<file path="src/rtl/najla_ln_arbiter.sv">
// Round-robin share of one in-order ln/log10 unit across NREQ requesters; zero added latency, head-of-line blocking on rsp_ready.
// NAJLA_LN_ARB_FIXED_PRIO_EN selects fixed priority (lowest index wins) instead of round-robin.
module najla_ln_arbiter #(
  parameter int NREQ  = 4,
  parameter int DEPTH = 8
) (
  input  logic                     clk,
  input  logic                     rst_n,
  input  logic [NREQ-1:0]          req_valid,
  output logic [NREQ-1:0]          req_ready,
  input  logic [NREQ*128-1:0]      req_x_q64,
  output logic [NREQ-1:0]          rsp_valid,
  input  logic [NREQ-1:0]          rsp_ready,
  output logic signed [63:0]       rsp_ln_q30,
  output logic signed [63:0]       rsp_log10_q30,
  output logic                     u_in_valid,
  input  logic                     u_in_ready,
  output logic [127:0]             u_in_x_q64,
  input  logic                     u_out_valid,
  output logic                     u_out_ready,
  input  logic signed [63:0]       u_out_ln_q30,
  input  logic signed [63:0]       u_out_log10_q30,
  input  logic                     drain_req,
  output logic                     drain_done,
  output logic                     err_orphan
);

  localparam int IW  = $clog2(NREQ);
  localparam int CIW = IW + 1;
  localparam int AW  = $clog2(DEPTH);
  localparam int CW  = AW + 1;

  typedef enum logic [1:0] {RUN, DRAIN, DRAINED} state_t;

  state_t          state;
  logic [IW-1:0]   tag_mem [DEPTH];
  logic [AW-1:0]   wr_ptr;
  logic [AW-1:0]   rd_ptr;
  logic [CW-1:0]   count;
  logic [CW-1:0]   count_next;
  logic [IW-1:0]   rr_ptr;
  logic [IW-1:0]   win;
  logic            win_found;
  logic [CIW-1:0]  cand;
  logic [IW-1:0]   head;
  logic            empty;
  logic            can_issue;
  logic            fire;
  logic            pop;

  // Cyclic search starting at rr_ptr; with rr_ptr pinned at 0 this is plain fixed priority.
  always_comb begin
    win       = '0;
    win_found = 1'b0;
    cand      = '0;
    for (int k = 0; k < NREQ; k++) begin
      cand = {1'b0, rr_ptr} + CIW'(k);
      if (cand >= CIW'(NREQ)) cand = cand - CIW'(NREQ);
      if (!win_found && req_valid[cand[IW-1:0]]) begin
        win       = cand[IW-1:0];
        win_found = 1'b1;
      end
    end
  end

  assign can_issue  = (state == RUN) && !drain_req && (count < CW'(DEPTH));
  assign u_in_valid = can_issue && (|req_valid);
  assign u_in_x_q64 = win_found ? req_x_q64[128*win +: 128] : 128'd0;
  assign fire       = u_in_valid && u_in_ready;

  always_comb begin
    req_ready = '0;
    if (fire) req_ready[win] = 1'b1;
  end

  assign empty = (count == '0);
  assign head  = tag_mem[rd_ptr];

  always_comb begin
    rsp_valid = '0;
    if (u_out_valid && !empty) rsp_valid[head] = 1'b1;
  end

  // With no tag outstanding any result is an orphan and is swallowed.
  assign u_out_ready   = empty ? u_out_valid : rsp_ready[head];
  assign pop           = u_out_valid && u_out_ready && !empty;
  assign rsp_ln_q30    = u_out_ln_q30;
  assign rsp_log10_q30 = u_out_log10_q30;
  assign count_next    = count + CW'(fire) - CW'(pop);

  always_ff @(posedge clk) begin
    if (fire) tag_mem[wr_ptr] <= win;
  end

`ifdef NAJLA_LN_ARB_FIXED_PRIO_EN
  assign rr_ptr = '0;
`else
  always_ff @(posedge clk or negedge rst_n) begin
    if (!rst_n) begin
      rr_ptr <= '0;
    end else if (fire) begin
      rr_ptr <= (win == IW'(NREQ - 1)) ? '0 : win + 1'b1;
    end
  end
`endif

  always_ff @(posedge clk or negedge rst_n) begin
    if (!rst_n) begin
      wr_ptr     <= '0;
      rd_ptr     <= '0;
      count      <= '0;
      err_orphan <= 1'b0;
    end else begin
      if (fire) wr_ptr <= wr_ptr + 1'b1;
      if (pop) rd_ptr <= rd_ptr + 1'b1;
      count <= count_next;
      if (u_out_valid && empty) err_orphan <= 1'b1;
    end
  end

  // Emptiness is judged on post-update occupancy so drain_done follows the last pop by one cycle.
  always_ff @(posedge clk or negedge rst_n) begin
    if (!rst_n) begin
      state      <= RUN;
      drain_done <= 1'b0;
    end else begin
      case (state)
        RUN: begin
          if (drain_req) begin
            if (count_next == '0) begin
              state      <= DRAINED;
              drain_done <= 1'b1;
            end else begin
              state <= DRAIN;
            end
          end
        end
        DRAIN: begin
          if (!drain_req) begin
            state <= RUN;
          end else if (count_next == '0) begin
            state      <= DRAINED;
            drain_done <= 1'b1;
          end
        end
        DRAINED: begin
          if (!drain_req) begin
            state      <= RUN;
            drain_done <= 1'b0;
          end
        end
        default: begin
          state      <= RUN;
          drain_done <= 1'b0;
        end
      endcase
    end
  end

endmodule

</file>
<file path="config.mk">
export PLATFORM = sky130hd
export DESIGN_NAME = najla_ln_arbiter
export DESIGN_NICKNAME = d
export VERILOG_FILES = /design/src/rtl/najla_ln_arbiter.sv
export SDC_FILE = /design/constraint.sdc
export NUM_CORES = 1
export LEC_CHECK = 0
export CORE_AREA = 2 2 358 360
export DETAILED_ROUTE_END_ITERATION = 16
export DIE_AREA = 0 0 360 362
export PLACE_DENSITY = 0.32
export SETUP_SLACK_MARGIN = 0.3
export SYNTH_ARGS = -nofsm -noshare
export SYNTH_HDL_FRONTEND = slang
export SYNTH_SLANG_ARGS = --single-unit
</file>
<file path="constraint.sdc">
create_clock -name clk -period 4.1 [get_ports clk]
set_clock_uncertainty 0.05 [all_clocks]
set_input_delay 0.82 -clock clk [delete_from_list [all_inputs] [get_ports clk]]
set_output_delay 0.82 -clock clk [all_outputs]
set_load 0.005 [all_outputs]
</file>
; After elaboration in Yosys (flattened, before gate mapping)
; Memory sizes are Yosys's and may differ from the RTL's.
; Cells that the tools add are included.
; W data, S select, Z words.
[totals]
ff_bits = 16
latchBits = 0
ramBits = 16
romBits = 0
in_bits = 653
out_inout_bits = 268
n_memories = 1
[classes]
add_sub_neg = 12
multipliers = 0
n_div = 0
order_cmp = 13
eq_ne = 8
n_shift = 1
mux = 43
bitwise_logic = 0
n_reduce_logical = 25
[mem_list]
columns = memory, words, word_bits, read_ports, rd_ports_with_merged_regs, wr, line
row1 = tag_mem, 8, 2, 1, 0, 1, 36  ; logic [IW-1:0] tag_mem [DEPTH];
[op_table]
columns = operator, n
row1 = $shiftx A512 B10 Y128, 1
row2 = $mux W128, 1
row3 = $mux W2, 14
row4 = $lt A2 B3 Y1 const B, 6
row5 = $mux W1, 17
row6 = $logic_and A1 B1 Y1, 13
row7 = $bmux W1 S2, 5
row8 = $ge A3 B3 Y1 const B, 3
row9 = $logic_not A4 Y1, 2
row10 = $mux W4, 2
row11 = $sub A2 B1 Y2 const B, 4
row12 = $add A2 B2 Y3 const B, 2
row13 = $add A3 B1 Y3 const B, 2
row14 = $pmux W2 S3, 1
row15 = $reduce_and A3 Y1, 2
row16 = $logic_not A1 Y1, 5
row17 = $add A4 B1 Y4, 1
row18 = $demux W1 S2, 2
row19 = $eq A2 B2 Y1 const B, 2
row20 = $ge A2 B1 Y1 const B, 2
row21 = $lt A4 B4 Y1 const B, 1
row22 = $ne A2 B1 Y1 const B, 2
row23 = $ne A2 B2 Y1 const B, 2
row24 = $reduce_or A4 Y1, 1
row25 = other kinds (9), 9

; Depth between registers and ports, before layout
; Gate-level depths: netlist of the first run.
[logic_depth]
depth_word = 19
ltp_mapped = 15
depth_no_buf = 15

; Worst setup path after synthesis of the first run
; OpenSTA, ideal clock, no wires.
[synth_path]
kind = in2reg
from = in drain_req
to = reg drain_done
setup_time_ps = 82
arrival_ps = 3554
required_time_ps = 3968
slack_ps = 414
cell_stages = 14
cell_sequence = or4_1 -> nor2_1 -> and2_1 -> inv_2 -> clkbuf_1 -> ha_1 -> inv_1 -> ha_1 -> inv_1 -> fa_1 -> inv_1 -> nor3_1 -> a31oi_1 -> o22ai_1
[synth_between]
elab_chain_cells = 10
elab_cells_between_ends = 12
classes_between = add/sub: 2 / eq/ne: 3 / reduce/logical: 7
[synth_rtl]
columns = element, line
row1 = from (decl), 23  ; input logic drain_req,
row2 = $logic_not A1 Y1, n/a
row3 = $logic_and A1 B1 Y1 (2 in a row), 66  ; assign can_issue = (state == RUN) && !drain_req && (count < CW'(DEPTH));
row4 = $logic_and A1 B1 Y1, 67  ; assign u_in_valid = can_issue && (|req_valid);
row5 = net u_in_valid, 16  ; output logic u_in_valid,
row6 = $logic_and A1 B1 Y1, 69  ; assign fire = u_in_valid && u_in_ready;
row7 = $add A4 B1 Y4, 89  ; assign count_next = count + CW'(fire) - CW'(pop);
row8 = $sub A4 B1 Y4, 89
row9 = net count_next[1], 40  ; logic [CW-1:0] count_next;
row10 = $logic_not A4 Y1, "130, 141"
row11 = $ne A2 B1 Y1 (no source line), n/a
row12 = $reduce_and A3 Y1 (no source line), n/a
row13 = to (signal assigned), 132  ; drain_done <= 1'b1;
row14 = to (signal assigned), 143  ; drain_done <= 1'b1;
row15 = to (signal assigned), 149  ; drain_done <= 1'b0;
row16 = to (decl), 24  ; output logic drain_done,
; The timed path passes the listed nets, and every way through them passes these cells.
; A chain may end at the register's enable or synchronous reset.

; Worst setup path in the final report of the first run
[layout_path]
from = in req_valid[3]
to = out u_in_x_q64[9]
[layout_between]
elab_chain_cells = 14
elab_cells_between_ends = 24
classes_between = shift: 1 / mux: 17 / reduce/logical: 6
[layout_rtl]
columns = element, line
row1 = from (decl), 9  ; input logic [NREQ-1:0] req_valid,
row2 = $bmux W1 S2, 59  ; if (!win_found && req_valid[cand[IW-1:0]]) begin
row3 = $mux W1 (implied by the code), 59
row4 = $mux W1, 59
row5 = $logic_not A1 Y1, 59
row6 = $logic_and A1 B1 Y1, 59
row7 = $mux W1, 59
row8 = $logic_not A1 Y1, 59
row9 = $logic_and A1 B1 Y1, 59
row10 = $mux W1, 59
row11 = $logic_not A1 Y1, 59
row12 = $logic_and A1 B1 Y1, 59
row13 = $mux W2, 59
row14 = $shiftx A512 B10 Y128, 68  ; assign u_in_x_q64 = win_found ? req_x_q64[128*win +: 128] : 128'd0;
row15 = $mux W128 (*), 68
row16 = to (decl), 18  ; output logic [127:0] u_in_x_q64,
; Mark *: on every way between the ends. The rest lies on a longest branch, timed or not. The select of a mux whose other input is x is not followed.

==> impl_metrics.env, run 1 <==
export IMPL_initial_core_util_pct=5.55
export IMPL_drc=0
export IMPL_grt_ovfl_total=0
export IMPL_final_util_pct=14.1
export IMPL_power_density_nw_per_um2=479
export IMPL_grt_use_met3_pct=4.32
export IMPL_synth_area_leader_cell="a211oi_1"
export IMPL_slew_viol_final=0
export IMPL_ant_nets=0
export IMPL_worstPathArrival_ns=3.03
export IMPL_place_gp_congestion=0.858
export IMPL_cp_end_kind="output pin"
export IMPL_wl_mm=71.3
export IMPL_die_h_um=362
export IMPL_clkTransAtPathRegs_ns=0.05
export IMPL_finalHoldViolCount=0
export IMPL_ys_ff_latch=32
export IMPL_area_growth_pct=154
export IMPL_yosysMostFrequentCell="a211oi_1"
export IMPL_synth_area_mux_share_pct=20.9
export IMPL_clock_fmax_mhz=256
export IMPL_setup_violations=0
export IMPL_tns_ns=0
export IMPL_grt_max_degree=39
export IMPL_cp_required_ns=3.23
export IMPL_p_leak_nw=6.79
export IMPL_crit_path_start_kind="input pin"
export IMPL_ys_warn_count=0
export IMPL_slew_headroom_pct=42.8
export IMPL_grt_use_total_pct=10.4
export IMPL_first_global_vias=10827
export IMPL_postSynthAreaPerCell_um2=8.02
export IMPL_synth_top_family_by_area="compound AO/OA/AOI/OAI gates"
export IMPL_design_area_um2=17900
export IMPL_yosysTopAreaCellShare_pct=27.3
export IMPL_path_max_fanout=12
export IMPL_rsz0062_at_grt="yes"
export IMPL_cts_made_buffers=5
export IMPL_synth_distinct_cells=39
export IMPL_grtUsageMet2_pct=17.3
export IMPL_clock_latency_ns=0.28
export IMPL_async_flop_share_pct=50.0
export IMPL_clockRootBuffer="clkbuf_16"
export IMPL_port_buffers=664
export IMPL_place_area_um2=16000
export IMPL_ioPinCount=921
export IMPL_nets=2195
export IMPL_dp_hpwl_mm=59.1
export IMPL_row_count=131
export IMPL_synthXorXnorAreaFrac_pct=0.747
export IMPL_cts_path_max_buffers=2
export IMPL_wl_per_cell_um=22.3
export IMPL_h_tree_depth=2
export IMPL_grt_use_met1_pct=12.6
export IMPL_fill_cells=14468
export IMPL_grt_pass1_wl_mm=94.0
export IMPL_dieArea_um2=130000
export IMPL_dr_total_vias=9969
export IMPL_core_area_um2=127000
export IMPL_vdd_drop_max_mv=0.199
export IMPL_drtPass1Iterations=4
export IMPL_viasPerCell=3.12
export IMPL_worst_pin_slew_ns=0.856
export IMPL_tritoncts="done"
export IMPL_top_usage_layer="met2"
export IMPL_status="complete, no violations"
export IMPL_fp_dieW_um=360
export IMPL_synth_adder_area_share_pct=2.24
export IMPL_ys_top_cells_by_area="a211oi_1, mux2i_1, buf_4"
export IMPL_drtIter0Drc=383
export IMPL_synth_common_cells="a211oi_1, and3_1, buf_4, mux2i_1, clkbuf_1"
export IMPL_syn_inst=877
export IMPL_hold_class="flip-flop to flip-flop"
export IMPL_whs_ns=0.410
export IMPL_synth_main_ff_cell="edfxtp_1"
export IMPL_crit_type="input pin to output pin"
export IMPL_maxCapViolations=0
export IMPL_final_layout_size_suffix_gt1_share_pct=28.5
export IMPL_antenna_found_initial=28
export IMPL_mappedNetlistNets=1542
export IMPL_yosys_area_share_simple_pct=15.0
export IMPL_yosysSeqAreaShare_pct=12.5
export IMPL_synth_area_um2=7040
export IMPL_fin_crit_ns=3.90
export IMPL_synth_compound_area_share_pct=28.4
export IMPL_cts_sinks=32
export IMPL_synth_edf_count=16
export IMPL_min_period_over_period_pct=95.1
==> metal layers <==
metal	part of all wire, %	routed length [µm]
met5	0.26	185
met4	0.95	678
met3	10	7480
met2	47	33400
met1	41	29600
==> cell families after synthesis <==
family / after synthesis
buf+inv: 242
flops: 32
xor+xnor: 6
simple gates: 177
fa+ha+maj: 12
compound gates: 268
mux: 140
==> worst paths after layout <==
check / startpoint / endpoint / slack (ns) / cells after the start
max in group asynchronous: rst_n / rd_ptr[0]$_DFFE_PN0P_ / 2.44 / 1
hold / removal: err_orphan$_DFFE_PN0P_ / err_orphan$_DFFE_PN0P_ / 0.41 / 1
hold reg to reg: err_orphan$_DFFE_PN0P_ / err_orphan$_DFFE_PN0P_ / 0.41 / 1
setup / recovery: req_valid[3] / u_in_x_q64[9] / 0.20 / 11
min in group asynchronous: rst_n / rd_ptr[2]$_DFFE_PN0P_ / 0.98 / 1
setup reg to reg: rd_ptr[0]$_DFFE_PN0P_ / drain_done$_DFFE_PN0P_ / 0.51 / 15
==> through the flow <==
stage / setup WS (ns) / std cells / total power [mW]
after floorplan: 0.414 / 877 / 2.99
after global placement: -0.726 / 3125 / 7.07
after detailed placement: -0.699 / 3125 / 7.09
after CTS: 0.139 / 3171 / 8.41
after global routing: 0.121 / 3194 / 9.18
final: 0.199 / 3196 / 8.57
==> what timing repair did <==
| action | 4_1_cts | 5_1_grt |
|---|---|---|
| resized for setup | 344 | 103 |
| hold buffers | 0 | 0 |
| setup endpoints to repair | 137 | 96 |
| pin swaps | 53 | 41 |
| gates cloned | 13 | 2 |
| buffers inserted | 25 | 20 |
| hold endpoints to repair | 0 | 0 |
==> cell usage in the layout, fill, tap and decap left out, types with 17 or more instances in the layout <==
cell,netlist,final
a211oi_1,256,141
a211oi_2,0,96
a211oi_4,0,19
and3_1,133,127
buf_12,0,48
buf_4,129,143
buf_6,1,17
clkdlybuf4s50_1,0,529
dlygate4sd2_1,0,60
mux2i_1,129,124
==> worst max-delay path: stages <==
cell	delay, ns
buf_8	0.10
nand2b_4	0.13
a211o_4	0.38
buf_4	0.16
buf_12	0.12
buf_4	0.18
and3_1	0.24
a211oi_2	0.25
a211oi_2	0.06
buf_4	0.15
clkdlybuf4s50_1	0.44
==> state kept, by name, summed over array words and instances (netlist names) <==
signal	cells
count	4
drain_done	1
err_orphan	1
rd_ptr	3
rr_ptr	2
state	2
tag_mem	16
wr_ptr	3
==> power by group <==
part	internal, mW	switching [mW]
combinational	4.05	3.55
sequential	0.442	0.106
clock	0.285	0.141
total	4.78	3.80
==> layout make-up <==
type | instances | area (µm²) | area share, %
antenna | 3 | 7.51 | 0.0419
clock buffer | 5 | 125 | 0.699
clock inverter | 3 | 42.5 | 0.238
inverter | 12 | 57.6 | 0.321
multi-input combinational | 603 | 5610 | 31.3
sequential | 32 | 882 | 4.93
tap | 1662 | 2080 | 11.6
timing repair buffer | 875 | 9100 | 50.8
timing repair inverter | 1 | 8.76 | 0.0489
Note: power is estimated with default switching activity, not from simulation.
==> run 2, diff against run 1 <==
==> constraint.sdc (replaced) <==
create_clock -name clk -period 4.05 [get_ports clk]
set_clock_uncertainty 0.05 [all_clocks]
set_input_delay 1.215 -clock clk [delete_from_list [all_inputs] [get_ports clk]]
set_output_delay 1.215 -clock clk [all_outputs]
set_load 0.005 [all_outputs]
==> run 2 against run 1 <==
Net effect:
- the flow now finishes with violations (negative setup slack)
- worst setup slack got worse by 0.70 ns
- flip-flop and latch count did not move
- total power rose by 19%
- via count rose by 6.3%
- core utilization rose by 1.5 points
- wire length rose by 15%
- combinational power rose by 21%
- final cell count rose by 2.8%
- clock power barely moved
- critical path depth did not move
- hold slack improved by 0.0010 ns
- sequential power rose by 2%
==> impl_metrics.env, run 2 (synthesis gave the netlist of run 1 again) <==
export IMPL_min_period_over_period_pct=112
export IMPL_drtPass1Iterations=5
export IMPL_cp_required_ns=2.78
export IMPL_crit_path_start_kind="input pin"
export IMPL_area_growth_pct=182
export IMPL_fin_cells=3286
export IMPL_worst_pin_slew_ns=0.796
export IMPL_h_tree_depth=2
export IMPL_dp_cells=3145
export IMPL_clock_fmax_mhz=220
export IMPL_p_leak_nw=7.52
export IMPL_grt_ovfl_total=0
export IMPL_hold_end="err_orphan$_DFFE_PN0P_"
export IMPL_crit_type="input pin to output pin"
export IMPL_ant_nets=0
export IMPL_row_count=131
export IMPL_final_common_cell="clkdlybuf4s50_1"
export IMPL_grt_use_total_pct=11.9
export IMPL_ioPinCount=921
export IMPL_p_switching_mw=4.52
export IMPL_maxCapViolations=0
export IMPL_sw_frac_of_total_pct=44.3
export IMPL_regToRegSetupSlack_ns=0.35
export IMPL_tns_ns=-40.84
export IMPL_path_max_fanout=6
export IMPL_place_ws_ns=-1.66
export IMPL_worstPathArrival_ns=3.29
export IMPL_violations="negative setup slack"
export IMPL_dieArea_um2=130000
export IMPL_ctsHoldBuffers=0
export IMPL_grt_max_degree=56
export IMPL_path_delay_family="buffers and inverters"
export IMPL_reg2regPathDepth=16
export IMPL_tritoncts="done"
export IMPL_clkTransAtPathRegs_ns=0.05
export IMPL_viasPerCell=3.23
export IMPL_antenna_found_initial=31
export IMPL_dr_total_vias=10599
export IMPL_cpMostUsedCell="buf_4"
export IMPL_fill_cells=14292
export IMPL_hold_class="flip-flop to flip-flop"
export IMPL_vdd_drop_max_mv=0.181
export IMPL_cp_slowest_stage_delay_ns=0.37
export IMPL_multi_input_area_um2=6570
export IMPL_sequentialPowerShare_pct=5.5
export IMPL_clockRootBuffer="clkbuf_16"
export IMPL_cts_sinks=32
export IMPL_hp_start="err_orphan$_DFFE_PN0P_"
export IMPL_intPower_mw=5.67
export IMPL_reg_top3="tag_mem (16), count (4)"
export IMPL_rsz0062_at_grt="yes"
export IMPL_core_area_um2=127000
export IMPL_nets=2285
export IMPL_status="complete, but fails checks"
export IMPL_cts_path_max_buffers=2
export IMPL_first_global_vias=11543
export IMPL_crit_chain="buf_6 -> nand2b_4 -> a211o_4 -> and2_4 -> buf_12 -> buf_12 -> mux2i_1 -> buf_4 -> a211oi_4 -> buf_4 -> buf_4"
export IMPL_die_h_um=362
export IMPL_largest_reg_flops=16
export IMPL_slew_viol_final=0
export IMPL_fp_dieW_um=360
export IMPL_setup_violations=132
export IMPL_clock_latency_ns=0.28
export IMPL_reg2reg_to="drain_done$_DFFE_PN0P_"
export IMPL_port_buffers=664
export IMPL_drtIter0Drc=374
export IMPL_grt_pass1_wl_mm=107
export IMPL_totalPowerFinal_mw=10.2
export IMPL_slowest_stage="a211oi_4"
export IMPL_initial_core_util_pct=5.55
export IMPL_final_util_pct=15.7
export IMPL_reg2reg_from="rd_ptr[0]$_DFFE_PN0P_"
export IMPL_slew_headroom_pct=46.8
export IMPL_fin_ws_ns=-0.502
export IMPL_whs_path_depth=1
export IMPL_power_density_nw_per_um2=514
export IMPL_pwr_share_clk_pct=4.2
export IMPL_cp_end_kind="output pin"
export IMPL_seqCellArea_um2=882
export IMPL_p_comb_share_pct=90.4
export IMPL_final_layout_size_suffix_gt1_share_pct=46.3
export IMPL_fin_crit_ns=4.55
export IMPL_wl_per_cell_um=24.9
export IMPL_drc=0
export IMPL_worst_path_buf_inv=6
export IMPL_cts_made_buffers=5
export IMPL_wl_mm=81.7
export IMPL_place_gp_congestion=0.871
export IMPL_top_register="tag_mem"
export IMPL_finalHoldViolCount=0
export IMPL_final_cell_mix="clkdlybuf4s50_1, a211oi_2, buf_4"
export IMPL_dp_hpwl_mm=63.9
run 2: cell types whose count changed in the layout (fill, tap and decap cells not counted), moves of 26 or more:
cell / delta
buf_2: +80
buf_6: +69
a211oi_1: -108
dlygate4sd2_1: -51
mux2i_1: -26
a211oi_2: +89
run 2: timing repair:
action	CTS	global route
resized for setup	883	92
gates cloned	24	2
pin swaps	124	78
buffers inserted	87	17
setup endpoints to repair	144	137
run 2: worst max path at each step:
stage	from	end	slack (ns)	depth (start not counted)
after global placement	req_valid[1]	u_in_x_q64[25]	-1.67	10
after CTS	req_valid[3]	u_in_x_q64[22]	-0.55	11
after floorplan	req_valid[3]	u_in_x_q64[48]	0.18	8
after global routing	req_valid[3]	u_in_x_q64[22]	-0.55	11
final	req_valid[3]	u_in_x_q64[25]	-0.50	11
after detailed placement	req_valid[1]	u_in_x_q64[25]	-1.66	10
run 2: cell type report:
type                       instances  share of cell area [%]
tap                             1662                    10.5
antenna                            3                  0.0378
inverter                          12                   0.315
multi-input combinational        603                    33.1
clock inverter                     3                   0.214
sequential                        32                    4.45
clock buffer                       5                   0.631
timing repair buffer             966                    50.8
run 2: power by group through the flow:
stage	sequential, mW	combinational [mW]	clock (mW)
final	0.559	9.21	0.424
after global routing	0.576	9.84	0.452
after CTS	0.562	9.02	0.433
after detailed placement	0.565	6.76	0
after global placement	0.559	6.73	0
after floorplan	0.522	2.88	0
run 2: layer usage:
layer	vias to the layer above	part of all wire [%]	global-route usage, %	wire length, µm
li1	4748	-	-	-
met1	5172	43	14.9	34800
met2	575	47	20.1	38300
met3	80	9.1	4.42	7410
met4	24	1.3	1.15	1040
met5	-	0.17	0	135
run 2: per-stage QoR:
stage | hold slack [ns] | area (µm²)
after global placement | 0.394 | 16400
after detailed placement | 0.406 | 16400
after global routing | 0.421 | 19800
after CTS | 0.418 | 19200
final | 0.411 | 19800
after floorplan | 0.389 | 7580
==> run 3, diff against run 2 <==
Clock period 4.05 ns to 4.6 ns, I/O delays scaled along.
==> run 3 against run 2 <==
Net effect:
- largest power group unchanged
- die area stayed put
- non-clock buffer count is 24 lower
- critical path type unchanged
- clock power fell by 21%
- register-to-register slack improved by 0.18 ns
- global-route usage is 0.85 points lower
- the run still ends with negative setup slack left
- critical path depth is 1 higher
- combinational power shrank 17%
- final cell count down 0.46%
- first-iteration DRC count is 1.9% higher
- core utilization decreased by 0.65 points
- sequential power fell by 11%
- wire length decreased by 7.0%
==> impl_metrics.env, run 3 (synthesis gave the netlist of run 1 again) <==
export IMPL_drtIter0Drc=381
export IMPL_fin_crit_ns=4.91
export IMPL_path_max_fanout=5
export IMPL_cts_sinks=32
export IMPL_final_cell_mix="clkdlybuf4s50_1, buf_4, a211oi_2"
export IMPL_worst_pin_slew_ns=0.861
export IMPL_maxCapViolations=0
export IMPL_dp_hpwl_mm=60.6
export IMPL_wl_per_cell_um=23.2
export IMPL_cp_end_kind="output pin"
export IMPL_startpoint="req_valid[3]"
export IMPL_tritoncts="done"
export IMPL_dr_total_vias=10488
export IMPL_initial_core_util_pct=5.55
export IMPL_dp_cells=3142
export IMPL_slew_headroom_pct=42.4
export IMPL_wl_mm=76.0
export IMPL_cts_path_max_buffers=2
export IMPL_antenna_found_initial=26
export IMPL_worst_path_buf_inv=7
export IMPL_cp_required_ns=3.17
export IMPL_regToRegSetupSlack_ns=0.53
export IMPL_reg2regPathDepth=17
export IMPL_place_gp_congestion=0.857
export IMPL_status="complete, but fails checks"
export IMPL_clock_latency_ns=0.28
export IMPL_ctsHoldBuffers=0
export IMPL_area_growth_pct=170
export IMPL_min_period_over_period_pct=107
export IMPL_clockRootBuffer="clkbuf_16"
export IMPL_drtPass1Iterations=4
export IMPL_p_leak_nw=7.23
export IMPL_die_h_um=362
export IMPL_clock_fmax_mhz=204
export IMPL_clkTransAtPathRegs_ns=0.06
export IMPL_crit_path_end="u_in_x_q64[103]"
export IMPL_violations="negative setup slack"
export IMPL_cts_made_buffers=5
export IMPL_ioPinCount=921
export IMPL_dieArea_um2=130000
export IMPL_largest_reg_flops=16
export IMPL_core_area_um2=127000
export IMPL_rsz0062_at_grt="yes"
export IMPL_nets=2263
export IMPL_design_area_um2=19000
export IMPL_path_depth=12
export IMPL_reg_top3="tag_mem (16), count (4)"
export IMPL_final_layout_size_suffix_gt1_share_pct=41.2
export IMPL_power_density_nw_per_um2=446
export IMPL_hold_class="flip-flop to flip-flop"
export IMPL_setup_violations=124
export IMPL_viasPerCell=3.21
export IMPL_place_ws_ns=-1.42
export IMPL_reg2reg_from="rd_ptr[0]$_DFFE_PN0P_"
export IMPL_drc=0
export IMPL_fin_ws_ns=-0.308
export IMPL_crit_chain="buf_8 -> nand2b_4 -> a211o_4 -> and2_4 -> buf_4 -> buf_12 -> buf_16 -> buf_8 -> mux2i_2 -> a211oi_2 -> buf_4 -> buf_6"
export IMPL_fp_dieW_um=360
export IMPL_worstPathArrival_ns=3.48
export IMPL_fin_cells=3271
export IMPL_grt_max_degree=49
export IMPL_whs_ns=0.431
export IMPL_top_register="tag_mem"
export IMPL_grt_ovfl_total=0
export IMPL_grt_use_total_pct=11.1
export IMPL_final_common_cell="clkdlybuf4s50_1"
export IMPL_cp_slowest_stage_delay_ns=0.38
export IMPL_crit_type="input pin to output pin"
export IMPL_crit_path_start_kind="input pin"
export IMPL_slowest_stage="a211o_4"
export IMPL_reg2reg_to="drain_done$_DFFE_PN0P_"
export IMPL_first_global_vias=11240
export IMPL_row_count=131
export IMPL_h_tree_depth=2
export IMPL_place_area_um2=16100
export IMPL_totalPowerFinal_mw=8.48
export IMPL_vdd_drop_max_mv=0.135
export IMPL_grt_pass1_wl_mm=100
export IMPL_path_delay_family="buffers and inverters"
export IMPL_port_buffers=664
export IMPL_finalHoldViolCount=0
export IMPL_slew_viol_final=0
export IMPL_ant_nets=0
run 3: changes by cell type in the layout (fill, tap and decap cells not counted), sizes merged:
cell	previous run	this run
buf	431	409
diode	3	10
bufbuf	5	3
clkinv	1	3
bufinv	1	0
dlymetal6s2s	0	1
clkdlybuf4s50	517	521
clkinvlp	1	2
clkbuf	8	7
dlygate4sd2	9	5
run 3: area by class of cell:
type / count / area [µm²]
Tap cell: 1662 / 2080
Multi-Input combinational cell: 603 / 6020
Clock buffer: 5 / 125
Clock inverter: 3 / 23.8
Inverter: 12 / 71.3
Fill cell: 14331 / 108000
Timing Repair Buffer: 942 / 9740
Antenna cell: 10 / 25.0
Sequential cell: 32 / 881
Timing Repair inverter: 2 / 50.0
run 3: what timing repair did:
item | 4_1_cts | 5_1_grt
setup endpoints to repair | 141 | 135
setup buffers | 78 | 19
gates cloned | 14 | 0
pin swaps | 151 | 68
gates resized for setup | 812 | 79
run 3: how the worst min path moves through the flow:
| stage | from | to | cells after the start |
|---|---|---|---|
| after floorplan | state[0]$_DFFE_PN0P_ | drain_done$_DFFE_PN0P_ | 1 |
| after global placement | state[0]$_DFFE_PN0P_ | drain_done$_DFFE_PN0P_ | 1 |
| after detailed placement | state[0]$_DFFE_PN0P_ | drain_done$_DFFE_PN0P_ | 1 |
| after CTS | state[0]$_DFFE_PN0P_ | drain_done$_DFFE_PN0P_ | 1 |
| after global routing | state[0]$_DFFE_PN0P_ | drain_done$_DFFE_PN0P_ | 1 |
| final | state[0]$_DFFE_PN0P_ | drain_done$_DFFE_PN0P_ | 1 |
run 3: power breakdown:
part	internal, mW	switching, mW	total, mW
Clock	0.201	0.135	0.336
Combinational	4.13	3.51	7.64
Sequential	0.393	0.106	0.498
Total	4.73	3.75	8.48
run 3: metal layers:
metal / vias up / track usage [%] / share of wire [%] / wire [µm]
met2: 582 / 17.9 / 45 / 34500
met5: - / 0 / 0.21 / 161
met1: 5103 / 13.8 / 43 / 32500
met3: 75 / 4.99 / 10 / 7960
li1: 4702 / - / - / -
met4: 26 / 1.29 / 1.2 / 910
run 3: stage by stage:
step           setup TNS [ns]  util, %
2_1_floorplan               0        -
3_3_place_gp          -129.18     12.7
3_5_place_dp          -124.77     12.7
4_1_cts                -23.73     14.6
5_1_grt                -32.80     15.0
6_report               -22.44     15.0
